**src/rtl/master_spi_multi_if.sv**
```systemverilog
// I/O strobe bus plus shared SPI pins for master_spi_multi.
// slave modport is the SPI engine's view; master modport is the host/SPI-slave side.
interface master_spi_multi_if #(
  parameter int NCS = 4
);
  logic [7:0]     D_in;
  logic [7:0]     D_out;
  logic [15:0]    A;
  logic           IOWR;
  logic           IORD;
  logic           DDIR;
  logic           WAIT;
  logic [NCS-1:0] SS;
  logic           SCLK;
  logic           MOSI;
  logic           MISO;

  modport slave (
    input  D_in, A, IOWR, IORD, MISO,
    output D_out, DDIR, WAIT, SS, SCLK, MOSI
  );

  modport master (
    output D_in, A, IOWR, IORD, MISO,
    input  D_out, DDIR, WAIT, SS, SCLK, MOSI
  );
endinterface

```
**src/rtl/master_spi_multi.sv**
```systemverilog
// SPI master on the 8-bit I/O strobe bus: NCS chip selects, all four modes, programmable SCLK divider.
// Bus events fire on strobe rising edges; one byte takes 17*(DIV+1) CLKs, WAIT holds off DATA accesses/writes meanwhile.
module master_spi_multi #(
  parameter int NCS         = 4,
  parameter int DIVW        = 8,
  parameter int DEFAULT_DIV = 0
) (
  input  logic               CLK,
  input  logic               nRST,
  master_spi_multi_if.slave  bus
);
  logic            r_iowr_q, r_iord_q;
  logic [7:0]      r_din;
  logic [1:0]      r_awr, r_ard;
  logic [4:0]      r_ctrl;
  logic [DIVW-1:0] r_div, r_cnt;
  logic [7:0]      r_tx, r_rxsh, r_rx;
  logic [4:0]      r_edges;
  logic            r_busy, r_last, r_ss_act, r_sclk, r_mosi;

  logic            w_wr_ev, w_rd_ev, w_sample, w_start;
  logic [7:0]      w_start_dat;
  logic [NCS-1:0]  w_ss;
  logic [7:0]      w_dout;
  logic            w_unused;

  assign w_wr_ev  = !r_iowr_q && bus.IOWR;
  assign w_rd_ev  = !r_iord_q && bus.IORD && !w_wr_ev;
  // Next SCLK edge is odd when r_edges is even; CPHA flips which parity samples MISO.
  assign w_sample = !r_edges[0] ^ r_ctrl[0];
  assign w_unused = &{1'b0, bus.A[15:3], bus.A[0]};

  always_comb begin
    w_start     = 1'b0;
    w_start_dat = 8'hFF;
    if (!r_busy) begin
      if (w_wr_ev && !r_awr[1]) begin
        w_start     = 1'b1;
        w_start_dat = r_din;
      end else if (w_rd_ev && r_ard == 2'b00) begin
        w_start     = 1'b1;
      end
    end
  end

  always_ff @(posedge CLK or negedge nRST) begin
    if (!nRST) begin
      r_iowr_q <= 1'b1;
      r_iord_q <= 1'b1;
      r_din    <= '0;
      r_awr    <= '0;
      r_ard    <= '0;
    end else begin
      r_iowr_q <= bus.IOWR;
      r_iord_q <= bus.IORD;
      if (!bus.IOWR) begin
        r_din <= bus.D_in;
        r_awr <= bus.A[2:1];
      end
      if (!bus.IORD) r_ard <= bus.A[2:1];
    end
  end

  always_ff @(posedge CLK or negedge nRST) begin
    if (!nRST) begin
      r_ctrl   <= '0;
      r_div    <= DIVW'(DEFAULT_DIV);
      r_cnt    <= '0;
      r_tx     <= '0;
      r_rxsh   <= '0;
      r_rx     <= '0;
      r_edges  <= '0;
      r_busy   <= 1'b0;
      r_last   <= 1'b0;
      r_ss_act <= 1'b0;
      r_sclk   <= 1'b0;
      r_mosi   <= 1'b0;
    end else if (w_start) begin
      r_busy   <= 1'b1;
      r_ss_act <= 1'b1;
      r_last   <= w_wr_ev & r_awr[0];
      r_tx     <= w_start_dat;
      r_mosi   <= w_start_dat[7];
      r_cnt    <= r_div;
      r_edges  <= '0;
    end else if (!r_busy) begin
      if (w_wr_ev && r_awr == 2'b10) begin
        r_ctrl   <= r_din[4:0];
        r_ss_act <= 1'b0;
        r_sclk   <= r_din[1];
      end
      if (w_wr_ev && r_awr == 2'b11) r_div <= r_din[DIVW-1:0];
      if (w_rd_ev && r_ard == 2'b01) r_ss_act <= 1'b0;
    end else if (r_cnt != '0) begin
      r_cnt <= r_cnt - DIVW'(1);
    end else begin
      r_cnt <= r_div;
      if (r_edges != 5'd16) begin
        r_edges <= r_edges + 5'd1;
        r_sclk  <= !r_sclk;
        if (w_sample) begin
          r_rxsh <= {r_rxsh[6:0], bus.MISO};
        end else begin
          // CPHA=1 presents the current MSB; CPHA=0 already showed it and advances.
          r_mosi <= r_ctrl[0] ? r_tx[7] : r_tx[6];
          r_tx   <= {r_tx[6:0], 1'b0};
        end
      end else begin
        r_busy <= 1'b0;
        r_rx   <= r_rxsh;
        if (r_last) r_ss_act <= 1'b0;
      end
    end
  end

  always_comb begin
    w_ss = '1;
    for (int i = 0; i < NCS; i++) begin
      if (r_ss_act && r_ctrl[4:2] == 3'(i)) w_ss[i] = 1'b0;
    end
  end

  always_comb begin
    w_dout = r_rx;
    case (bus.A[2:1])
      2'b10:   w_dout = {r_busy, 2'b00, r_ctrl};
      2'b11:   w_dout = 8'(r_div);
      default: w_dout = r_rx;
    endcase
  end

  assign bus.D_out = w_dout;
  assign bus.SS    = w_ss;
  assign bus.SCLK  = r_sclk;
  assign bus.MOSI  = r_mosi;
  assign bus.DDIR  = !bus.IORD;
  assign bus.WAIT  = !(r_busy && (!bus.IOWR || (!bus.IORD && !bus.A[2])));
endmodule

```
**src/flat_wrapper.sv**
```systemverilog
// flat-port wrapper written by rule: the top's interface ports become plain ports
module master_spi_multi_flat 
#(
  parameter int NCS         = 4,
  parameter int DIVW        = 8,
  parameter int DEFAULT_DIV = 0
)
  (CLK, nRST, bus_D_in, bus_A, bus_IOWR, bus_IORD, bus_MISO, bus_D_out, bus_DDIR, bus_WAIT, bus_SS, bus_SCLK, bus_MOSI);
  master_spi_multi_if #(.NCS(NCS)) bus_i ();
  input  logic CLK;
  input  logic nRST;
  input wire logic [$bits(bus_i.D_in)-1:0] bus_D_in;
  input wire logic [$bits(bus_i.A)-1:0] bus_A;
  input wire logic [$bits(bus_i.IOWR)-1:0] bus_IOWR;
  input wire logic [$bits(bus_i.IORD)-1:0] bus_IORD;
  input wire logic [$bits(bus_i.MISO)-1:0] bus_MISO;
  output wire logic [$bits(bus_i.D_out)-1:0] bus_D_out;
  output wire logic [$bits(bus_i.DDIR)-1:0] bus_DDIR;
  output wire logic [$bits(bus_i.WAIT)-1:0] bus_WAIT;
  output wire logic [$bits(bus_i.SS)-1:0] bus_SS;
  output wire logic [$bits(bus_i.SCLK)-1:0] bus_SCLK;
  output wire logic [$bits(bus_i.MOSI)-1:0] bus_MOSI;
  assign bus_i.D_in = bus_D_in;
  assign bus_i.A = bus_A;
  assign bus_i.IOWR = bus_IOWR;
  assign bus_i.IORD = bus_IORD;
  assign bus_i.MISO = bus_MISO;
  assign bus_D_out = bus_i.D_out;
  assign bus_DDIR = bus_i.DDIR;
  assign bus_WAIT = bus_i.WAIT;
  assign bus_SS = bus_i.SS;
  assign bus_SCLK = bus_i.SCLK;
  assign bus_MOSI = bus_i.MOSI;
  master_spi_multi #(.NCS(NCS), .DIVW(DIVW), .DEFAULT_DIV(DEFAULT_DIV)) u_core (.CLK(CLK), .nRST(nRST), .bus(bus_i));
endmodule
```
**config.mk**
```make
export PLATFORM = sky130hd
export DESIGN_NAME = master_spi_multi_flat
export DESIGN_NICKNAME = d
export VERILOG_FILES = /design/src/rtl/master_spi_multi_if.sv /design/src/rtl/master_spi_multi.sv /design/src/flat_wrapper.sv
export SDC_FILE = /design/constraint.sdc
export NUM_CORES = 1
export LEC_CHECK = 0
export CAP_MARGIN = 5
export CORE_AREA = 2 2 83 85
export CTS_CLUSTER_DIAMETER = 60
export DETAILED_ROUTE_END_ITERATION = 6
export DIE_AREA = 0 0 85 87
export MAX_ROUTING_LAYER = met4
export PLACE_DENSITY = 0.82
export SYNTH_ARGS = -nofsm -noshare
export SYNTH_HDL_FRONTEND = slang
export SYNTH_SLANG_ARGS = --single-unit
export TNS_END_PERCENT = 20
```
**constraint.sdc**
```tcl
create_clock -name CLK -period 2.15 [get_ports CLK]
set_input_delay 0.43 -clock CLK [delete_from_list [all_inputs] [get_ports CLK]]
set_output_delay 0.43 -clock CLK [all_outputs]
set_load 0.1 [all_outputs]
```
==> results by stage, run 1 <==
Final layout:
- After routing the design area is between 4000 and 5000 µm².
- In the final design database the tool counted a little under 400 nets.
- Once layout is complete, the utilization of the core stands at ~68%.
- The final instance count without filler cells is between 400 and 500.
- The number of fill cells in the layout is ~430.
- Of the cells placed in the final design, the portion with a size suffix greater than 1 is a little under two fifths.
- From synthesis to final layout, the design area changed by 29.4%.
- The antenna cell count is 0.

Clocking:
- TritonCTS created 9 clock buffers.
- The tree built by TritonCTS fans out to 69 sinks.
- The clock passes through at most 2 buffers.
- TritonCTS built the clock tree.
- Clock-pin slew was measured on the worst setup and hold paths at roughly 80 ps.
- The maximum level of the CTS H-tree is 3.
- The post-cts hold buffer count is 0.
- The tree is rooted in a clkbuf_8.
- The clock network latency to the later pin of the worst-skew pair is between 300 and 400 ps.

Detailed routing:
- The number of design rule violations left after detail routing is 0.
- The final route contains about 2,600 vias.
- Before antenna repair, the detailed router went through 4 iterations.
- The number of antenna-violating nets in the routed design is 0.
- The number of DRC violations after detailed-routing iteration 0 is between 100 and 150.
- Using the TritonRoute via totals, the vias-per-cell ratio works out to 5.87.
- For this block, the routed nets add up to roughly 7600 µm of wire.
- The routed wire length per instance is between 15 and 20 µm.

Placement:
- The HPWL after detailed placement is about 5400 µm.
- Summing all placed instances gives a cell area of roughly 4200 µm².
- At the end of routability-driven placement, the weighted congestion stood at around 0.94.
- Once placement completed, the tool counted placed cells totaling between 400 and 500.
- The worst slack at placement is -93.5 ps.
- The total of buffers placed on input and output ports is 30.

STA:
- The max-slew violation total from the final report is 0.
- The setup slack after layout is 37.8 ps.
- The worst-case clock skew is about 7.7 ps.
- The sum of negative setup slack is 0 ps.
- For the pin with the worst max-slew slack, the measured transition is 506 ps.
- For this run, the top clock speed supported by timing is about 470 MHz.
- The final-report setup violation count is 0.
- The smallest hold slack is -4.20 ps.
- The clock period could shrink to 2110 ps.
- The headroom to the max-slew limit is between 60% and 70%.
- The number of hold violations in the final report is 6.
- The final clock period utilization by the worst path is between 90 and 100%.

Pwr:
- The reported leakage power is between 2 and 2.5 nW.
- The switching power share of the total is a little under two fifths.
- The worst-case IR drop observed on VDD is ~0.00087 V.
- For this design the total switching power over the nets is 1.74 mW.
- The part of the total power dissipated in combinational logic is around 36%.
- Of the total power, the clock network draws between 20% and 30%.
- Registers are responsible for between 40% and 50% of the overall power.
- The internal cell power is between 2 and 3 mW.
- The power density over the cells is roughly 1000 nW/µm².
- Summing internal, switching and leakage power gives around 4.6 mW.

Worst setup path:
- The worst setup path category is input port to primary output.
- The kind of start point of the critical path is an input port.
- The element type at the critical path end is a primary output.
- At the worst endpoint, the arrival time is 1680 ps.
- For the worst setup path, the data required time is between 1500 and 2000 ps.
- Along the worst path, the maximum fanout reaches 7.

Global routing:
- The initial antenna violation count is 0.
- The overall global routing resource usage is a little under a quarter.
- The first global-routing pass estimated roughly 13,000 µm of wire.
- The total congestion overflow after global routing is 0.
- The number of global-route vias before repair is about 2,600.
- The maximum number of pins on one net before global-route repair is 37.

Die:
- For this design the top-level I/O count stands at 45.
- The core region is 6570 µm².
- The die outline height is just under 90 µm.
- The effective utilization at floorplan is 52.3%.
- The row count is 30.
- The floorplan die width is around 85 µm.
- The area of the die is ~7400 µm².

Outcome:
- The final reports fail on negative hold slack.
- The flow ran to the end, but the final reports show violations.

Synthesis:
- Of all cell types, the one taking the most synthesized area is dfrtp_1.
- For this run, the number of Yosys warnings is 0.
- The synthesized design contains 69 register bits.
- In this run the mean area of a mapped cell was about 12 µm².
- Sorting the synthesized cells by area gives the leading types as dfrtp_1 (49%), mux2_2 (13%), mux2i_1 (2.3%).
- The unique cell type count in the Yosys netlist is 56.
- The mapped netlist covers roughly 3400 µm².
- Counting every net in the synthesized netlist gives roughly 330.
- Sequential elements use 50.3% of the synthesized area.
- By count the netlist is led by dfrtp_1 (67), mux2_2 (41), nand2_1 (18).
- The most common cell in the synthesized netlist is dfrtp_1.
- Among all flip-flop cells after synthesis, the most frequent one is dfrtp_1.
- In the synthesized netlist the async set-or-reset flop fraction comes to 100%.
- Yosys mapped a number of flops with a built-in enable equal to 0.
- The cell count after synthesis is between 200 and 300.
- Of the post-synthesis cell area, the dominant cell type holds between 40% and 50%.

Job:
- The tool flagged a number of max-cap violations equal to 0.

Hold path:
- The class of the most critical hold timing path is input port to async pin.
## cell families (layout without fill, tap and decap cells)
logic type,Yosys count,count (layout),share of synthesized area [%]
simple gates,80,80,14.4
flops,69,69,50.3
compound gates,64,64,13.6
mux,50,50,16.2
buf+inv,27,97,3.49
fa+ha+maj,4,4,1.46
xor+xnor,2,2,0.510
## metal layers
layer | wire, µm | up-vias | global-route usage (%)
met5 | 0 | - | -
li1 | - | 1218 | -
met1 | 3300 | 1299 | 30.3
met2 | 3740 | 81 | 35.0
met4 | 171 | 0 | 7.79
met3 | 335 | 18 | 4.93
## worst paths after layout
kind	from	endpoint	slack, ps	depth (start not counted)
worst max-delay path	bus_A[1]	bus_D_out[4]	40	5
worst min-delay path	nRST	u_core.r_edges[0]	-4	1
worst max register to register	u_core.r_cnt[1]	u_core.r_tx[2]	140	7
worst min register to register	u_core.r_last	u_core.r_last	490	2
max in group asynchronous	nRST	u_core.r_div[6]	1560	2
min in group CLK	u_core.r_last	u_core.r_last	490	2
## registers in the layout (all words and copies together) (netlist names)
name             count
u_core.r_div         8
u_core.r_ss_act      1
u_core.r_tx          8
u_core.r_awr         2
u_core.r_busy        1
u_core.r_rxsh        8
u_core.bus.MOSI      1
u_core.r_rx          8
u_core.r_cnt         8
u_core.r_ctrl        5
u_core.bus.SCLK      1
u_core.r_last        1
u_core.r_iowr_q      1
u_core.r_edges       5
u_core.r_ard         2
u_core.r_din         8
u_core.r_iord_q      1
## critical path: stages
cell and delay, ps:
clkdlybuf4s50_1 490, buf_6 150, mux2i_1 330, a21oi_4 100, buf_12 170
## layout make-up
class,count,area (µm²),area share (%)
multi-input cells,200,1630,36.6
clock inverters,5,58.8,1.32
clock buffers,11,151,3.40
well taps,80,100,2.25
flip-flops and latches,69,1730,38.9
inverters,16,60.1,1.35
repair buffers,65,722,16.2
## cells in the final DEF (no fill, tap or decap), types with 3 or more instances in the layout
cell	instances
a21oi_1	7
a21oi_2	6
a221o_1	3
a31oi_1	8
buf_12	16
buf_4	34
clkbuf_8	11
clkdlybuf4s50_1	13
dfrtp_1	67
ha_1	4
inv_1	16
mux2_2	41
mux2i_1	8
nand2_1	18
nand2b_1	4
nand3_1	7
nor2_1	16
nor2b_1	6
nor3_2	3
o211ai_1	8
o21ai_0	6
o221ai_1	4
o2bb2ai_1	5
or3_1	7
## power by group through the flow
stage	sequential, mW	clock (mW)	combinational [mW]
after floorplan	1.98	0	1.01
final	1.89	1.10	1.65
after CTS	1.88	1.11	1.65
after global placement	1.89	0	1.59
after detailed placement	1.90	0	1.63
after global routing	1.93	1.16	1.78
## what timing repair did
item | 4_1_cts | 5_1_grt
buffers inserted | 0 | 1
gates resized for setup | 0 | 1
endpoints found under the setup margin | 0 | 2
Note: power is estimated with default switching activity, not from simulation.
==> inputs of run 2 (changes only) <==
SETUP_SLACK_MARGIN = 0.15   (was default)
==> run 2 against run 1 <==
Compared with the run above: the run still ends with negative hold slack left; flip-flop and latch count unchanged; cell count increased by 0.90%; non-clock buffer count rose by 4; core utilization is 0.72 points higher; highest routed layer unchanged; sequential share of layout area decreased by 0.41 points; clock power barely moved.
==> results by stage, run 2 (synthesized netlist as in run 1, its figures left out) <==
Outcome:
- The flow ran to the end, but the final reports show violations.
- The checks that failed: negative hold slack.

Worst setup path:
- The critical path required time is between 1500 and 2000 ps.
- The largest fanout on the critical path is 4.
- The worst setup path is of the flop to primary output kind.
- STA classifies the critical path endpoint as a primary output.
- The worst setup path is launched from a flop.
- At the worst endpoint, the arrival time is about 1600 ps.

Global routing:
- For this run, global-route usage on met3 was measured as under 10%.
- The wire length of the first global-routing pass is between 10,000 and 15,000 µm.
- Entering global routing, the biggest net connects 37 pins.
- The total congestion overflow after global routing is 0.
- The routing usage on met2 is between 30 and 40%.
- The initial antenna violation count is 0.
- Global routing consumed, on the met1 layer, a little under a third of the routing resources.
- The number of global-route vias before repair is between 2,000 and 3,000.
- In the global route stage, overall resource usage came out at a little under a quarter.
- The busiest layer in global routing is met2.

STA:
- At the pin with the least slew margin, the transition time is ~500 ps.
- The worst-case clock skew is slightly above 10 ps.
- The max-slew violation total from the final report is 0.
- Hold timing on the final database bottoms out at a slack of -5.71 ps.
- The shortest period the worst path allows is 1980 ps.
- Setup violations remaining at the end of the flow were counted as 0.
- Setup total negative slack on the finished layout was measured at 0 ps.
- After layout, the worst path uses between 90% and 100% of the clock period.
- The number of hold violations in the final report is 6.
- Static timing analysis puts the maximum clock frequency at around 500 MHz.
- The worst pin sits at a relative slew slack of between 60% and 70%.
- The setup slack after layout is 167 ps.
- Setup repair after global routing could not meet its margin everywhere.

Clocking:
- The clock reaches the later pin of the worst-skew pair after 340 ps.
- Counting the buffers created by CTS gives 9.
- The maximum level of the CTS H-tree is 3.
- The number of sinks handled by clock tree synthesis is slightly below 70.
- The clock transition time at the flip-flop clock pins of the worst setup and hold paths is 80 ps.
- Buffers inserted to repair hold after CTS numbered 0.
- Counting along the longest clock path gives a buffer depth of 2.
- TritonCTS built the clock tree.
- The tree is rooted in a clkbuf_8.

Detailed routing:
- The detail route stage leaves a number of antenna-violating nets equal to 0.
- The first routing iteration left 200 violations.
- The routed wire length per instance is 17.2 µm.
- The total routed wirelength is a little under 8000 µm.
- The vias per cell is roughly 5.9.
- After detailed routing, the number of remaining DRC violations is 0.
- The detailed-routing iteration count for the pre-antenna-repair pass is 4.
- The routed layout has 2,651 vias.

Placement:
- The final weighted congestion in routability-driven placement is about 0.94.
- The total of buffers placed on input and output ports is 30.
- Timing analysis after detailed placement gives a worst setup slack of -93.5 ps.
- The HPWL after detailed placement is about 5400 µm.
- Including well taps, the total number of placed cells is between 400 and 500.
- The placed standard-cell area is approximately 4200 µm².

Die:
- The floorplan die width is ~85 µm.
- 45 I/O pins were placed.
- For this configuration, the core starts out at a cell density of a little over half.
- The die covers approximately 7400 µm².
- The floorplan step defined a core boundary enclosing 6570 µm².
- The row count is 30.
- The die outline height is 87 µm.

Final layout:
- The most frequent standard cell in the layout excluding fill and tap cells is dfrtp_1.
- Relative to the synthesized area, the layout overhead comes to 30.8%.
- The number of fill cells in the layout is 419.
- Leaving out fill and tap cells, the most frequent cells in the layout are dfrtp_1 (67), mux2_2 (41), buf_4 (36), nand2_1 (18).
- The final instance count without filler cells is between 400 and 500.
- The final layout contains between 300 and 400 nets.
- In the final layout, the share of cells above drive strength 1 is around 39%.
- Summing all non-filler instances in the final layout gives an area of 4490 µm².
- 0 antenna diodes ended up in the layout.

Hold path:
- The class of the most critical hold timing path is input port to async pin.

Pwr:
- Dividing total power by cell area gives a power density of around 1000 nW/µm².
- The reported leakage power is 2.03 nW.
- VDD sags by at most between 0.0008 and 0.0009 V.

Job:
- The number of maximum-capacitance violations is 0.
[run 2: worst paths after layout]
path                                      to  slack [ps]  depth (start not counted)        startpoint
max in group asynchronous    u_core.r_cnt[1]        1560                          2              nRST
min in group CLK               u_core.r_last         490                          2     u_core.r_last
max                                bus_SS[0]         170                          3  u_core.r_ctrl[4]
max reg2reg                 u_core.r_rxsh[5]         250                          8   u_core.r_cnt[1]
min reg2reg                    u_core.r_last         490                          2     u_core.r_last
min                        u_core.r_edges[0]          -6                          1              nRST
[run 2: routing by layer]
layer / share of wire (%) / vias up / routed length (µm)
met3: 4.5 / 16 / 346
met1: 43 / 1329 / 3360
li1: - / 1233 / -
met2: 50 / 73 / 3880
met5: 0 / - / 0
met4: 1.9 / 0 / 147
[run 2: layout make-up]
class | instances | area, µm² | share of cell area [%]
timing repair buffer | 69 | 758 | 16.9
clock buffer | 11 | 151 | 3.37
inverter | 16 | 60.1 | 1.34
multi-input combinational | 200 | 1640 | 36.4
sequential | 69 | 1730 | 38.5
tap | 80 | 100 | 2.23
clock inverter | 5 | 58.8 | 1.31
[run 2: metrics by stage]
stage          utilization, %  power (mW)
2_1_floorplan               -        2.99
3_3_place_gp             64.3        3.48
3_5_place_dp             64.3        3.54
4_1_cts                  67.9        4.65
5_1_grt                  68.4        4.91
6_report                 68.4        4.68
[run 2: critical path: stages (launching register included)]
cell	delay (ps)
dfrtp_1	430
nand2b_1	210
or3_1	380
buf_12	190
[run 2: report_power, final]
group	internal, mW	leakage (nW)	switching [mW]
Sequential	1.61	0.873	0.277
Combinational	0.715	1.05	0.975
Clock	0.599	0.102	0.503
[run 2: repair_timing]
| action | 4_1_cts | 5_1_grt |
|---|---|---|
| buffers inserted | 1 | 4 |
| pin swaps | 1 | 1 |
| endpoints found under the setup margin | 9 | 23 |
| gates resized for setup | 6 | 4 |
